[src/rtl/calc_pkg.sv]
// Shared opcode, state and width definitions for the calculator ALU datapath.
package calc_pkg;

  localparam int DEF_WIDTH  = 11;
  localparam int DEF_RWIDTH = 21;

  localparam logic [1:0] OP_ADD = 2'b00;
  localparam logic [1:0] OP_SUB = 2'b01;
  localparam logic [1:0] OP_MUL = 2'b10;
  localparam logic [1:0] OP_DIV = 2'b11;

  localparam logic [1:0] ST_IDLE = 2'd0;
  localparam logic [1:0] ST_EXEC = 2'd1;
  localparam logic [1:0] ST_DIV  = 2'd2;
  localparam logic [1:0] ST_DONE = 2'd3;

  typedef enum logic [1:0] {
    IDLE = ST_IDLE,
    EXEC = ST_EXEC,
    DIV  = ST_DIV,
    DONE = ST_DONE
  } state_t;

endpackage

[src/rtl/seq_divider.sv]
// Restoring shift-subtract divider datapath: one quotient bit per step, WIDTH steps.
// start loads the dividend; quot_next/rem_next expose the value the current step will commit.
module seq_divider #(
  parameter int WIDTH = 11
) (
  input  logic             clock,
  input  logic             reset,
  input  logic             start,
  input  logic             step,
  input  logic [WIDTH-1:0] dividend,
  input  logic [WIDTH-1:0] divisor,
  output logic             last,
  output logic [WIDTH-1:0] quot_next,
  output logic [WIDTH-1:0] rem_next
);

  localparam int CW = $clog2(WIDTH);

  logic [WIDTH-1:0] quot;
  logic [WIDTH-1:0] rem;
  logic [CW-1:0]    cnt;
  logic [WIDTH:0]   shifted;

  // rem stays below divisor, so the shifted partial remainder fits in WIDTH+1 bits.
  always_comb begin
    shifted   = {rem, quot[WIDTH-1]};
    quot_next = {quot[WIDTH-2:0], 1'b0};
    rem_next  = shifted[WIDTH-1:0];
    if (shifted >= {1'b0, divisor}) begin
      rem_next     = WIDTH'(shifted - {1'b0, divisor});
      quot_next[0] = 1'b1;
    end
  end

  assign last = (cnt == '0);

  always_ff @(posedge clock or posedge reset) begin
    if (reset) begin
      quot <= '0;
      rem  <= '0;
      cnt  <= '0;
    end else if (start) begin
      quot <= dividend;
      rem  <= '0;
      cnt  <= CW'(WIDTH - 1);
    end else if (step) begin
      quot <= quot_next;
      rem  <= rem_next;
      if (cnt != '0) cnt <= cnt - 1'b1;
    end
  end

endmodule

[src/rtl/alu_sequencer.sv]
// Multi-cycle ALU sequencer: add/sub/mul in one compute cycle, div over WIDTH steps.
// Status outputs are registered from the state, so done_strobe lands 2 (or WIDTH+2) edges after ex_strobe.
module alu_sequencer
  import calc_pkg::*;
#(
  parameter int WIDTH  = DEF_WIDTH,
  parameter int RWIDTH = DEF_RWIDTH
) (
  input  logic              clock,
  input  logic              reset,
  input  logic              ex_strobe,
  input  logic              clear_strobe,
  input  logic              ms_strobe,
  input  logic [1:0]        op_code,
  input  logic [WIDTH-1:0]  reg_A_bin,
  input  logic [WIDTH-1:0]  reg_B_bin,
  output logic              busy,
  output logic              done_strobe,
  output logic [RWIDTH-1:0] result,
  output logic [RWIDTH-1:0] remainder,
  output logic              remain,
  output logic              neg,
  output logic              div_zero,
  output logic              mem_load
);

  state_t           state;
  logic [WIDTH-1:0] a_q;
  logic [WIDTH-1:0] b_q;
  logic [1:0]       op_q;
  logic             pending;

  logic             div_start;
  logic             div_step;
  logic             div_last;
  logic [WIDTH-1:0] quot_next;
  logic [WIDTH-1:0] rem_next;

  assign div_start = (state == EXEC) && (op_q == OP_DIV) && (b_q != '0);
  assign div_step  = (state == DIV);

  seq_divider #(.WIDTH(WIDTH)) u_div (
    .clock     (clock),
    .reset     (reset),
    .start     (div_start),
    .step      (div_step),
    .dividend  (a_q),
    .divisor   (b_q),
    .last      (div_last),
    .quot_next (quot_next),
    .rem_next  (rem_next)
  );

  always_ff @(posedge clock or posedge reset) begin
    if (reset) begin
      state       <= IDLE;
      a_q         <= '0;
      b_q         <= '0;
      op_q        <= OP_ADD;
      pending     <= 1'b0;
      busy        <= 1'b0;
      done_strobe <= 1'b0;
      result      <= '0;
      remainder   <= '0;
      remain      <= 1'b0;
      neg         <= 1'b0;
      div_zero    <= 1'b0;
      mem_load    <= 1'b0;
    end else if (clear_strobe) begin
      state       <= IDLE;
      pending     <= 1'b0;
      busy        <= 1'b0;
      done_strobe <= 1'b0;
      result      <= '0;
      remainder   <= '0;
      remain      <= 1'b0;
      neg         <= 1'b0;
      div_zero    <= 1'b0;
      mem_load    <= 1'b0;
    end else begin
      busy        <= (state == EXEC) || (state == DIV);
      done_strobe <= (state == DONE);
      mem_load    <= 1'b0;
      case (state)
        IDLE: begin
          if (ex_strobe) begin
            a_q   <= reg_A_bin;
            b_q   <= reg_B_bin;
            op_q  <= op_code;
            state <= EXEC;
            if (ms_strobe) pending <= 1'b1;
          end else if (ms_strobe) begin
            mem_load <= 1'b1;
          end
        end
        EXEC: begin
          if (ms_strobe) pending <= 1'b1;
          remainder <= '0;
          remain    <= 1'b0;
          neg       <= 1'b0;
          div_zero  <= 1'b0;
          state     <= DONE;
          case (op_q)
            OP_ADD: result <= RWIDTH'(a_q) + RWIDTH'(b_q);
            OP_SUB: begin
              result <= RWIDTH'(a_q) - RWIDTH'(b_q);
              neg    <= (a_q < b_q);
            end
            OP_MUL: result <= RWIDTH'(a_q) * RWIDTH'(b_q);
            default: begin
              if (b_q == '0) begin
                result   <= '0;
                div_zero <= 1'b1;
              end else begin
                // Previous result holds until the final divide step overwrites it.
                state <= DIV;
              end
            end
          endcase
        end
        DIV: begin
          if (ms_strobe) pending <= 1'b1;
          if (div_last) begin
            result    <= RWIDTH'(quot_next);
            remainder <= RWIDTH'(rem_next);
            remain    <= (rem_next != '0);
            state     <= DONE;
          end
        end
        DONE: begin
          // Deferred store fires alongside done_strobe, once the result has settled.
          if (pending || ms_strobe) mem_load <= 1'b1;
          pending <= 1'b0;
          state   <= IDLE;
        end
        default: state <= IDLE;
      endcase
    end
  end

endmodule

[config.mk]
export PLATFORM = sky130hd
export DESIGN_NAME = alu_sequencer
export DESIGN_NICKNAME = d
export VERILOG_FILES = /design/src/rtl/calc_pkg.sv /design/src/rtl/seq_divider.sv /design/src/rtl/alu_sequencer.sv
export SDC_FILE = /design/constraint.sdc
export NUM_CORES = 1
export LEC_CHECK = 0
export ABC_CLOCK_PERIOD_IN_PS = 5200
export CAP_MARGIN = 20
export CORE_MARGIN = 2
export CORE_UTILIZATION = 60
export CTS_CLUSTER_SIZE = 12
export DETAILED_ROUTE_END_ITERATION = 16
export DONT_BUFFER_PORTS = 1
export PLACE_DENSITY_LB_ADDON = 0.15
export SYNTH_ARGS = -nofsm -noshare
export SYNTH_HDL_FRONTEND = slang
export SYNTH_SLANG_ARGS = --single-unit
[constraint.sdc]
create_clock -name clock -period 5.2 [get_ports clock]
set_input_delay 1.04 -clock clock [delete_from_list [all_inputs] [get_ports clock]]
set_output_delay 1.04 -clock clock [all_outputs]
set_load 0.01 [all_outputs]
==> results of run 1 <==
-- layout make-up --
| cell class | instances | area, µm² |
|---|---|---|
| fillers | 1179 | 4590 |
| well taps | 211 | 264 |
| flip-flops and latches | 91 | 2290 |
| inverters | 147 | 557 |
| clock inverters | 6 | 71.3 |
| multi-input cells | 736 | 6560 |
| repair buffers | 86 | 696 |
| clock buffers | 10 | 229 |
-- placed cells by master (no fill, tap or decap), types with 7 or more instances in the layout --
cell type and instances:
mux2i_1 19, and2_1 61, nor2_1 51, nand2_1 88
a21o_1 10, a21oi_1 31, inv_1 138, a211oi_1 14
ha_1 87, nand3_1 9, dfrtp_2 14, nor4_1 7
buf_6 10, buf_4 75, xnor2_1 22, o21ai_1 15
xor2_1 10, o21a_1 8, clkbuf_16 9, a221o_1 9
dfrtp_1 77, o21ai_0 33, or3_1 7, nor3_1 15
a222oi_1 10, conb_1 10, ha_4 8, mux2_2 25
nand2b_1 7, fa_1 79, nor2b_1 7
-- metal layers --
metal / up-vias / routed length (µm) / global-route usage [%]
met5: - / 5 / 0
met2: 244 / 11400 / 47.7
met4: 2 / 481 / 8.50
met3: 39 / 1360 / 4.87
met1: 3685 / 10700 / 40.6
li1: 3499 / - / -
-- per-stage QoR --
| stage | cells | hold WS [ns] | setup slack [ns] | setup TNS (ns) | cell area, µm² |
|---|---|---|---|---|---|
| CTS | 1272 | 0.528 | 0.000363 | 0 | 10300 |
| floorplan | 1031 | 0.470 | 0.0775 | 0 | 9440 |
| global route | 1287 | 0.560 | -0.0232 | -0.0498 | 10700 |
| finish | 1287 | 0.525 | 0.132 | 0 | 10700 |
| global placement | 1255 | 0.498 | -0.0395 | -0.0551 | 9980 |
| detailed placement | 1255 | 0.513 | -0.219 | -0.616 | 9980 |
-- timing repair --
action                     4_1_cts  5_1_grt
setup endpoints to repair        8       10
pin swaps                        1       42
buffers inserted                 1       15
resized for setup                4       65
-- synth_stat cells (all sizes together) (3+ instances only) --
cell	number	share of area, %
a21o	10	0.80
xnor2	22	2.0
nand2	91	3.6
buf	17	1.2
nand2b	7	0.47
nand4	4	0.27
and2	62	4.1
mux2i	19	2.0
nor2	52	2.1
or3	7	0.47
nor3	17	0.96
o21ai	54	3.0
xor2	10	0.93
clkbuf	40	1.6
nor2b	8	0.53
nor3b	3	0.29
a222oi	10	1.1
nand3	9	0.48
a221o	9	0.96
ha	96	13
o211ai	7	0.61
a32o	3	0.32
nor4	8	0.53
and3	4	0.27
dfrtp	91	24
o22ai	5	0.33
o31ai	4	0.32
a21oi	35	1.9
inv	146	5.8
a211oi	17	1.5
o21a	8	0.64
mux2	26	3.2
o21bai	5	0.40
a31oi	6	0.47
fa	82	17
-- kinds of logic (layout without fill, tap and decap cells) --
family                     count (synthesis)  after routing  share of synthesized area [%]
adders and majority gates                178            178                           30.2
muxes                                     45             45                           5.17
buffers and inverters                    204            249                           8.62
other                                      1             10                         0.0399
and+or+nand+nor                          279            279                           14.7
DFF                                       91             91                           24.2
xor gates and xnor gates                  32             32                           2.98
AOI/OAI and AO/OA                        192            192                           14.1
-- registers in the layout (all words and copies together), names as in the netlist, 2 cells and up --
| name | flops |
|---|---|
| b_q | 11 |
| state | 2 |
| remainder | 11 |
| result | 21 |
| op_q | 2 |
| u_div.cnt | 4 |
| u_div.quot | 11 |
| a_q | 11 |
| u_div.rem | 11 |
-- worst register-to-register path, cell delays in order (launching register included) --
cell and delay (ns):
dfrtp_2 0.44, buf_4 0.17, and2_1 0.17, fa_1 0.47
fa_1 0.61, fa_1 0.46, fa_1 0.55, inv_1 0.05
fa_1 0.52, inv_1 0.07, ha_4 0.26, and3_1 0.15
a21oi_2 0.12, o21ai_2 0.08, o21ai_2 0.24, o21ai_1 0.11
xor2_1 0.15, a221o_1 0.34
-- how the worst max path moves through the flow --
stage / startpoint / slack [ns] / end / cells after the start
6_report: a_q[5]$_DFFE_PP0P_ / 0.13 / result[18]$_DFFE_PP0P_ / 17
4_1_cts: b_q[5]$_DFFE_PP0P_ / 0.0004 / result[15]$_DFFE_PP0P_ / 18
5_1_grt: a_q[5]$_DFFE_PP0P_ / -0.02 / result[17]$_DFFE_PP0P_ / 19
3_5_place_dp: b_q[4]$_DFFE_PP0P_ / -0.22 / result[18]$_DFFE_PP0P_ / 19
3_3_place_gp: b_q[4]$_DFFE_PP0P_ / -0.04 / result[18]$_DFFE_PP0P_ / 19
2_1_floorplan: a_q[1]$_DFFE_PP0P_ / 0.08 / result[18]$_DFFE_PP0P_ / 19
==> results.ini, run 1 <==
[run_status]
outcome = complete, no violations

[timing]
fmax_mhz = 197
max-slew-margin-rel_pct = 41.7
tightest_slew_ns = 0.871
maxSlewViolCount = 0
finalCriticalPeriod_ns = 5.07
rsz0062_at_grt = true
post-route-period-util_pct = 97.5
finalSetupViolations = 0
finalHoldViolations = 0
fin_skew_ns = 0.00828

[floorplan]
num_io_pins = 77
core_area_um2 = 15300
die_h_um = 129
die-area_um2 = 16700
fp.dieW_um = 129
num_rows = 45
start_util_pct = 61.6

[global_routing]
grt_pass1_wl_um = 37700
grt_pass1_vias = 7245
overflow = 0
grt_antenna_before_repair = 2
grt_max_degree = 49
track_usage_pct = 29.3

[drt]
drt-initial-drc-count = 666
wirelength_um = 24000
ant_nets = 0
first_pass_iters = 5
viasPerCell = 5.80
drc = 0
vias = 7469
wire_per_inst_um = 18.6

[placement]
routabilityCongestion = 0.905
io_buffers = 0
hpwl_um = 18500

[worst_setup_path]
crit_buf_inv = 3
max_stage_delay_ns = 0.61
cp_slowest_cell = fa_1
rrSetupSlack_ns = 0.13
cp-start-kind = flip-flop
rr_endpoint = result[18]$_DFFE_PP0P_
crit_family = adder cells
rr_worst_depth = 17
cp.required_ns = 5.44
cpMostUsedCell = fa_1
critPathArrivalTime_ns = 5.31
crit_chain = buf_4 -> and2_1 -> fa_1 -> fa_1 -> fa_1 -> fa_1 -> inv_1 -> fa_1 -> inv_1 -> ha_4 -> and3_1 -> a21oi_2 -> o21ai_2 -> o21ai_2 -> o21ai_1 -> xor2_1 -> a221o_1
critPathMaxFanout = 6
cp-end-kind = flip-flop
crit_type = reg -> reg
rr_startpoint = a_q[5]$_DFFE_PP0P_

[clocking]
htreeDepth = 3
cts_sinks = 91
cts_max_path_buffers = 2
cts_buffers = 9
tritoncts = yes
postCtsHoldBufs = 0
clk_pin_slew_ns = 0.07
insertion_delay_ns = 0.36
cts_root_buf = clkbuf_16

[worst_hold_path]
worst_hold_path_type = reg -> reg
hold_end = result[3]$_DFFE_PP0P_
min_from = u_div.quot[2]$_DFFE_PP0P_
holdPathStages = 2

[synth]
yosysSeqAreaShare_pct = 24.2
syn_avg_cell_area_um2 = 9.20
synthesis.instances = 1022
netlist_area_um2 = 9410
async_reset_ff_share_pct = 100
ys_types = 72
ys_warn_count = 0
synth_enable_flop_cells = 0
synthFlopType = dfrtp_1
synth.ff_latch_count = 91

[cells_and_area]
fin_util_pct = 69.9
syn_to_final_growth_pct = 13.4
layout-drive-gt1-share_pct = 17.7
n_antenna_cell = 0
nNetsFinal = 1278

[run]
maxCapViolCount = 0

Power of run 1 is not shown: default switching activity piles up to over one toggle a cycle in this logic, so the estimate is an artifact.
==> inputs of run 2 (changes only) <==
--- a/config.mk
+++ b/config.mk
@@ -7,8 +7,10 @@
 export LEC_CHECK = 0
 export ABC_CLOCK_PERIOD_IN_PS = 5200
 export CAP_MARGIN = 20
+export CELL_PAD_IN_SITES_DETAIL_PLACEMENT = 0
+export CELL_PAD_IN_SITES_GLOBAL_PLACEMENT = 1
 export CORE_MARGIN = 2
-export CORE_UTILIZATION = 60
+export CORE_UTILIZATION = 46
 export CTS_CLUSTER_SIZE = 12
 export DETAILED_ROUTE_END_ITERATION = 16
 export DONT_BUFFER_PORTS = 1
@@ -16,3 +18,4 @@
 export SYNTH_ARGS = -nofsm -noshare
 export SYNTH_HDL_FRONTEND = slang
 export SYNTH_SLANG_ARGS = --single-unit
+export TNS_END_PERCENT = 30
==> results.ini, run 2 (synthesis results as in run 1) <==
[run_status]
outcome = complete, no violations

[floorplan]
core_area_um2 = 20200
die_h_um = 147
fp.dieW_um = 147
num_rows = 52
start_util_pct = 46.6
die-area_um2 = 21600
num_io_pins = 77

[timing]
maxSlewViolCount = 0
max-slew-margin-rel_pct = 40.0
finalHoldViolations = 0
fin_skew_ns = 0.0143
tightest_slew_ns = 0.900
setup_ws_ns = 0.105
setup-tns-final_ns = 0
rsz0062_at_grt = true
post-route-period-util_pct = 98.0
finalSetupViolations = 0
fmax_mhz = 196
finalCriticalPeriod_ns = 5.09

[clocking]
cts_sinks = 91
clk_pin_slew_ns = 0.08
htreeDepth = 3
insertion_delay_ns = 0.37
postCtsHoldBufs = 0
cts_max_path_buffers = 2
cts_root_buf = clkbuf_16
cts_buffers = 9
tritoncts = yes

[worst_setup_path]
crit_type = reg -> reg
cp-end-kind = flip-flop
cp.required_ns = 5.45
cp-start-kind = flip-flop
critPathArrivalTime_ns = 5.34
critPathMaxFanout = 7

[cells_and_area]
layout_common_cells = inv_1, ha_1, nand2_1, buf_4, fa_1
syn_to_final_growth_pct = 14.4
multi_input_area_um2 = 6540
fill_cells = 1926
largest_register_ffs = 21
nNetsFinal = 1283
layout-drive-gt1-share_pct = 17.6
top_register = result
regArea_um2 = 2290
final_common_cell = inv_1

[drt]
top_layer = met5
ant_nets = 0
first_pass_iters = 5
drt-initial-drc-count = 493
drc = 0
wirelength_um = 25800
dr_wl_met3_um = 1380
vias = 7326
wl_met2_um = 11400
viasPerCell = 5.41
m1WireLength_um = 12600
wire_per_inst_um = 19.1

[placement]
place_worst_setup_slack_ns = -0.193
hpwl_um = 20500
routabilityCongestion = 0.895
io_buffers = 0

[global_routing]
track_usage_pct = 24.2
grt_max_degree = 58
grt_pass1_wl_um = 40600
grt_pass1_vias = 7183
grt_antenna_before_repair = 3
overflow = 0

[run]
maxCapViolCount = 0

[worst_hold_path]
worst_hold_path_type = reg -> reg

[run 2: cell count changes in the layout (fill, tap and decap cells not counted), sizes merged]
cell	delta
clkinvlp	-1
diode	+2
inv	+1
buf	+5
bufinv	+1
clkinv	-1
[run 2: worst paths after layout]
| kind | startpoint | to | slack (ns) | cells after the start |
|---|---|---|---|---|
| setup / recovery | b_q[2]$_DFFE_PP0P_ | result[17]$_DFFE_PP0P_ | 0.11 | 22 |
| min in group asynchronous | reset | u_div.rem[3]$_DFFE_PP0P_ | 0.66 | 1 |
| hold reg to reg | u_div.quot[1]$_DFFE_PP0P_ | result[2]$_DFFE_PP0P_ | 0.53 | 2 |
| setup reg to reg | b_q[2]$_DFFE_PP0P_ | result[17]$_DFFE_PP0P_ | 0.11 | 22 |
| hold / removal | u_div.quot[1]$_DFFE_PP0P_ | result[2]$_DFFE_PP0P_ | 0.53 | 2 |
| max in group asynchronous | reset | a_q[1]$_DFFE_PP0P_ | 3.57 | 2 |
[run 2: cell type report]
class,instances,share of cell area [%]
clock inverter,6,0.872
clock buffer,10,2.13
inverter,147,5.15
sequential,91,21.3
multi-input combinational,736,60.8
tap,270,3.14
antenna,2,0.0465
timing repair buffer,91,6.57
[run 2: per-layer routing]
metal / GRT usage, % / vias to the layer above
met4: 6.15 / 2
met2: 36.0 / 185
li1: - / 3510
met1: 36.6 / 3611
met3: 4.44 / 18
met5: 0 / -
[run 2: repair_timing]
item,4_1_cts,5_1_grt
hold endpoints to repair,0,0
resized for setup,8,48
buffers inserted,0,10
endpoints found under the setup margin,8,8
pin swaps,2,32
[run 2: worst max-delay path, cell delays in order (launching register included)]
cell and delay (ns):
dfrtp_2 0.48, buf_4 0.17, ha_1 0.18, inv_1 0.08, fa_1 0.43, inv_1 0.07, ha_1 0.13, inv_1 0.05
fa_1 0.53, inv_1 0.04, ha_1 0.26, inv_1 0.05, fa_1 0.52, inv_1 0.04, ha_1 0.31, a211o_1 0.32
o211ai_2 0.11, a221oi_2 0.11, o31a_1 0.32, o21ai_2 0.22, o21bai_1 0.11, xor2_1 0.14, a221o_1 0.30
[run 2: stage by stage]
step | hold slack, ns | std cells | instance area (µm²) | utilization [%]
final | 0.532 | 1353 | 10800 | 53.3
after global routing | 0.555 | 1352 | 10800 | 53.3
after CTS | 0.533 | 1341 | 10500 | 52.0
after detailed placement | 0.517 | 1325 | 10100 | 50.2
after global placement | 0.503 | 1325 | 10100 | 50.2
after floorplan | 0.470 | 1031 | 9440 | -
Power of run 2 is left out for the same reason.
==> inputs of run 3 (changes only) <==
--- a/config.mk
+++ b/config.mk
@@ -6,9 +6,10 @@
 export NUM_CORES = 1
 export LEC_CHECK = 0
 export ABC_CLOCK_PERIOD_IN_PS = 5200
-export CAP_MARGIN = 20
+export CAP_MARGIN = 40
 export CELL_PAD_IN_SITES_DETAIL_PLACEMENT = 0
 export CELL_PAD_IN_SITES_GLOBAL_PLACEMENT = 1
+export CORE_ASPECT_RATIO = 0.75
 export CORE_MARGIN = 2
 export CORE_UTILIZATION = 46
 export CTS_CLUSTER_SIZE = 12
==> results.ini, run 3 (synthesis results as in run 1) <==
[run]
maxCapViolCount = 0

[floorplan]
start_util_pct = 46.7
fp.dieW_um = 169
die_h_um = 128
num_io_pins = 77
core_area_um2 = 20200
num_rows = 45
die-area_um2 = 21600

[timing]
tightest_slew_ns = 0.805
fin_skew_ns = 0.0121
finalHoldViolations = 0
post-route-period-util_pct = 97.2
max-slew-margin-rel_pct = 46.4
maxSlewViolCount = 0
finalSetupViolations = 0
finalCriticalPeriod_ns = 5.06
setup-tns-final_ns = 0
fmax_mhz = 198

[global_routing]
grt_pass1_vias = 6868
overflow = 0
track_usage_pct = 24.8
grt_antenna_before_repair = 0
grt_pass1_wl_um = 40800
grt_max_degree = 62

[worst_hold_path]
holdPathStages = 2
worst_hold_path_type = reg -> reg

[clocking]
cts_max_path_buffers = 2
tritoncts = yes
insertion_delay_ns = 0.36
clk_pin_slew_ns = 0.07
postCtsHoldBufs = 0
cts_sinks = 91
cts_buffers = 9
cts_root_buf = clkbuf_16
htreeDepth = 3

[drt]
vias = 7314
ant_nets = 0
drt-initial-drc-count = 632
wirelength_um = 26400
drc = 0
viasPerCell = 5.45
wire_per_inst_um = 19.7
first_pass_iters = 5

[worst_setup_path]
rr_startpoint = a_q[4]$_DFFE_PP0P_
critPathArrivalTime_ns = 5.30
rr_worst_depth = 17
crit_type = reg -> reg
cp.required_ns = 5.44
cp-start-kind = flip-flop
critPathMaxFanout = 8
crit_start = a_q[4]$_DFFE_PP0P_
rrSetupSlack_ns = 0.14
rr_endpoint = result[17]$_DFFE_PP0P_
cp-end-kind = flip-flop
cp-endpoint = result[17]$_DFFE_PP0P_

[cells_and_area]
nNetsFinal = 1285
n_antenna_cell = 0
design_area_um2 = 10800
layout_common_cells = inv_1, nand2_1, ha_1, buf_4, dfrtp_1
final_common_cell = inv_1
top_register = result
largest_register_ffs = 21
layout-drive-gt1-share_pct = 18.7
syn_to_final_growth_pct = 14.4

[placement]
hpwl_um = 20800
routabilityCongestion = 0.882
dpl_cell_area_um2 = 10000
io_buffers = 0

[run_status]
outcome = complete, no violations

[run 3: critical path: stages (launching register included)]
cell and delay [ns]:
dfrtp_1 0.42, buf_6 0.16, and2_1 0.17, fa_1 0.57, fa_1 0.44, fa_1 0.49
fa_1 0.55, inv_1 0.06, fa_1 0.53, inv_1 0.04, ha_1 0.30, buf_4 0.16
o21a_1 0.16, o31a_1 0.12, o21ai_2 0.20, o21bai_1 0.12, xor2_1 0.15, a221o_1 0.32
[run 3: how the worst min path moves through the flow]
stage                                   from                       end  slack (ns)
floorplan           u_div.cnt[1]$_DFFE_PP0P_  u_div.cnt[1]$_DFFE_PP0P_        0.47
global placement    u_div.cnt[1]$_DFFE_PP0P_  u_div.cnt[1]$_DFFE_PP0P_        0.50
detailed placement  u_div.cnt[1]$_DFFE_PP0P_  u_div.cnt[1]$_DFFE_PP0P_        0.50
CTS                 u_div.cnt[1]$_DFFE_PP0P_  u_div.cnt[1]$_DFFE_PP0P_        0.52
global route        remainder[7]$_DFFE_PP0P_  remainder[7]$_DFFE_PP0P_        0.57
finish              u_div.cnt[1]$_DFFE_PP0P_  u_div.cnt[1]$_DFFE_PP0P_        0.53
[run 3: area by class of cell]
cell class	instances	area, µm²
fill	1877	9400
multi-input combinational	736	6530
sequential	91	2290
timing repair buffer	93	774
inverter	147	554
tap	258	323
clock buffer	9	225
clock inverter	7	57.6
[run 3: repair_timing]
| action | CTS | global route |
|---|---|---|
| endpoints found under the setup margin | 4 | 10 |
| gates resized for setup | 6 | 59 |
| pin swaps | 0 | 26 |
| buffers inserted | 0 | 26 |
[run 3: layer usage]
metal	wire length [µm]	part of all wire [%]	track usage [%]
met5	0	0	0
met4	180	0.68	3.62
met3	2100	7.9	6.21
met2	10100	38	32.4
met1	14000	53	40.8
[run 3: per-stage QoR]
stage               instances  util [%]  setup slack (ns)  hold slack, ns
floorplan                1031         -            0.0775           0.470
global route             1341      53.4           -0.0251           0.571
global placement         1297      49.7           -0.0751           0.497
finish                   1341      53.4             0.144           0.532
detailed placement       1299      49.8            -0.123           0.501
CTS                      1315      51.2           0.00817           0.523
Power of run 3 is left out for the same reason.
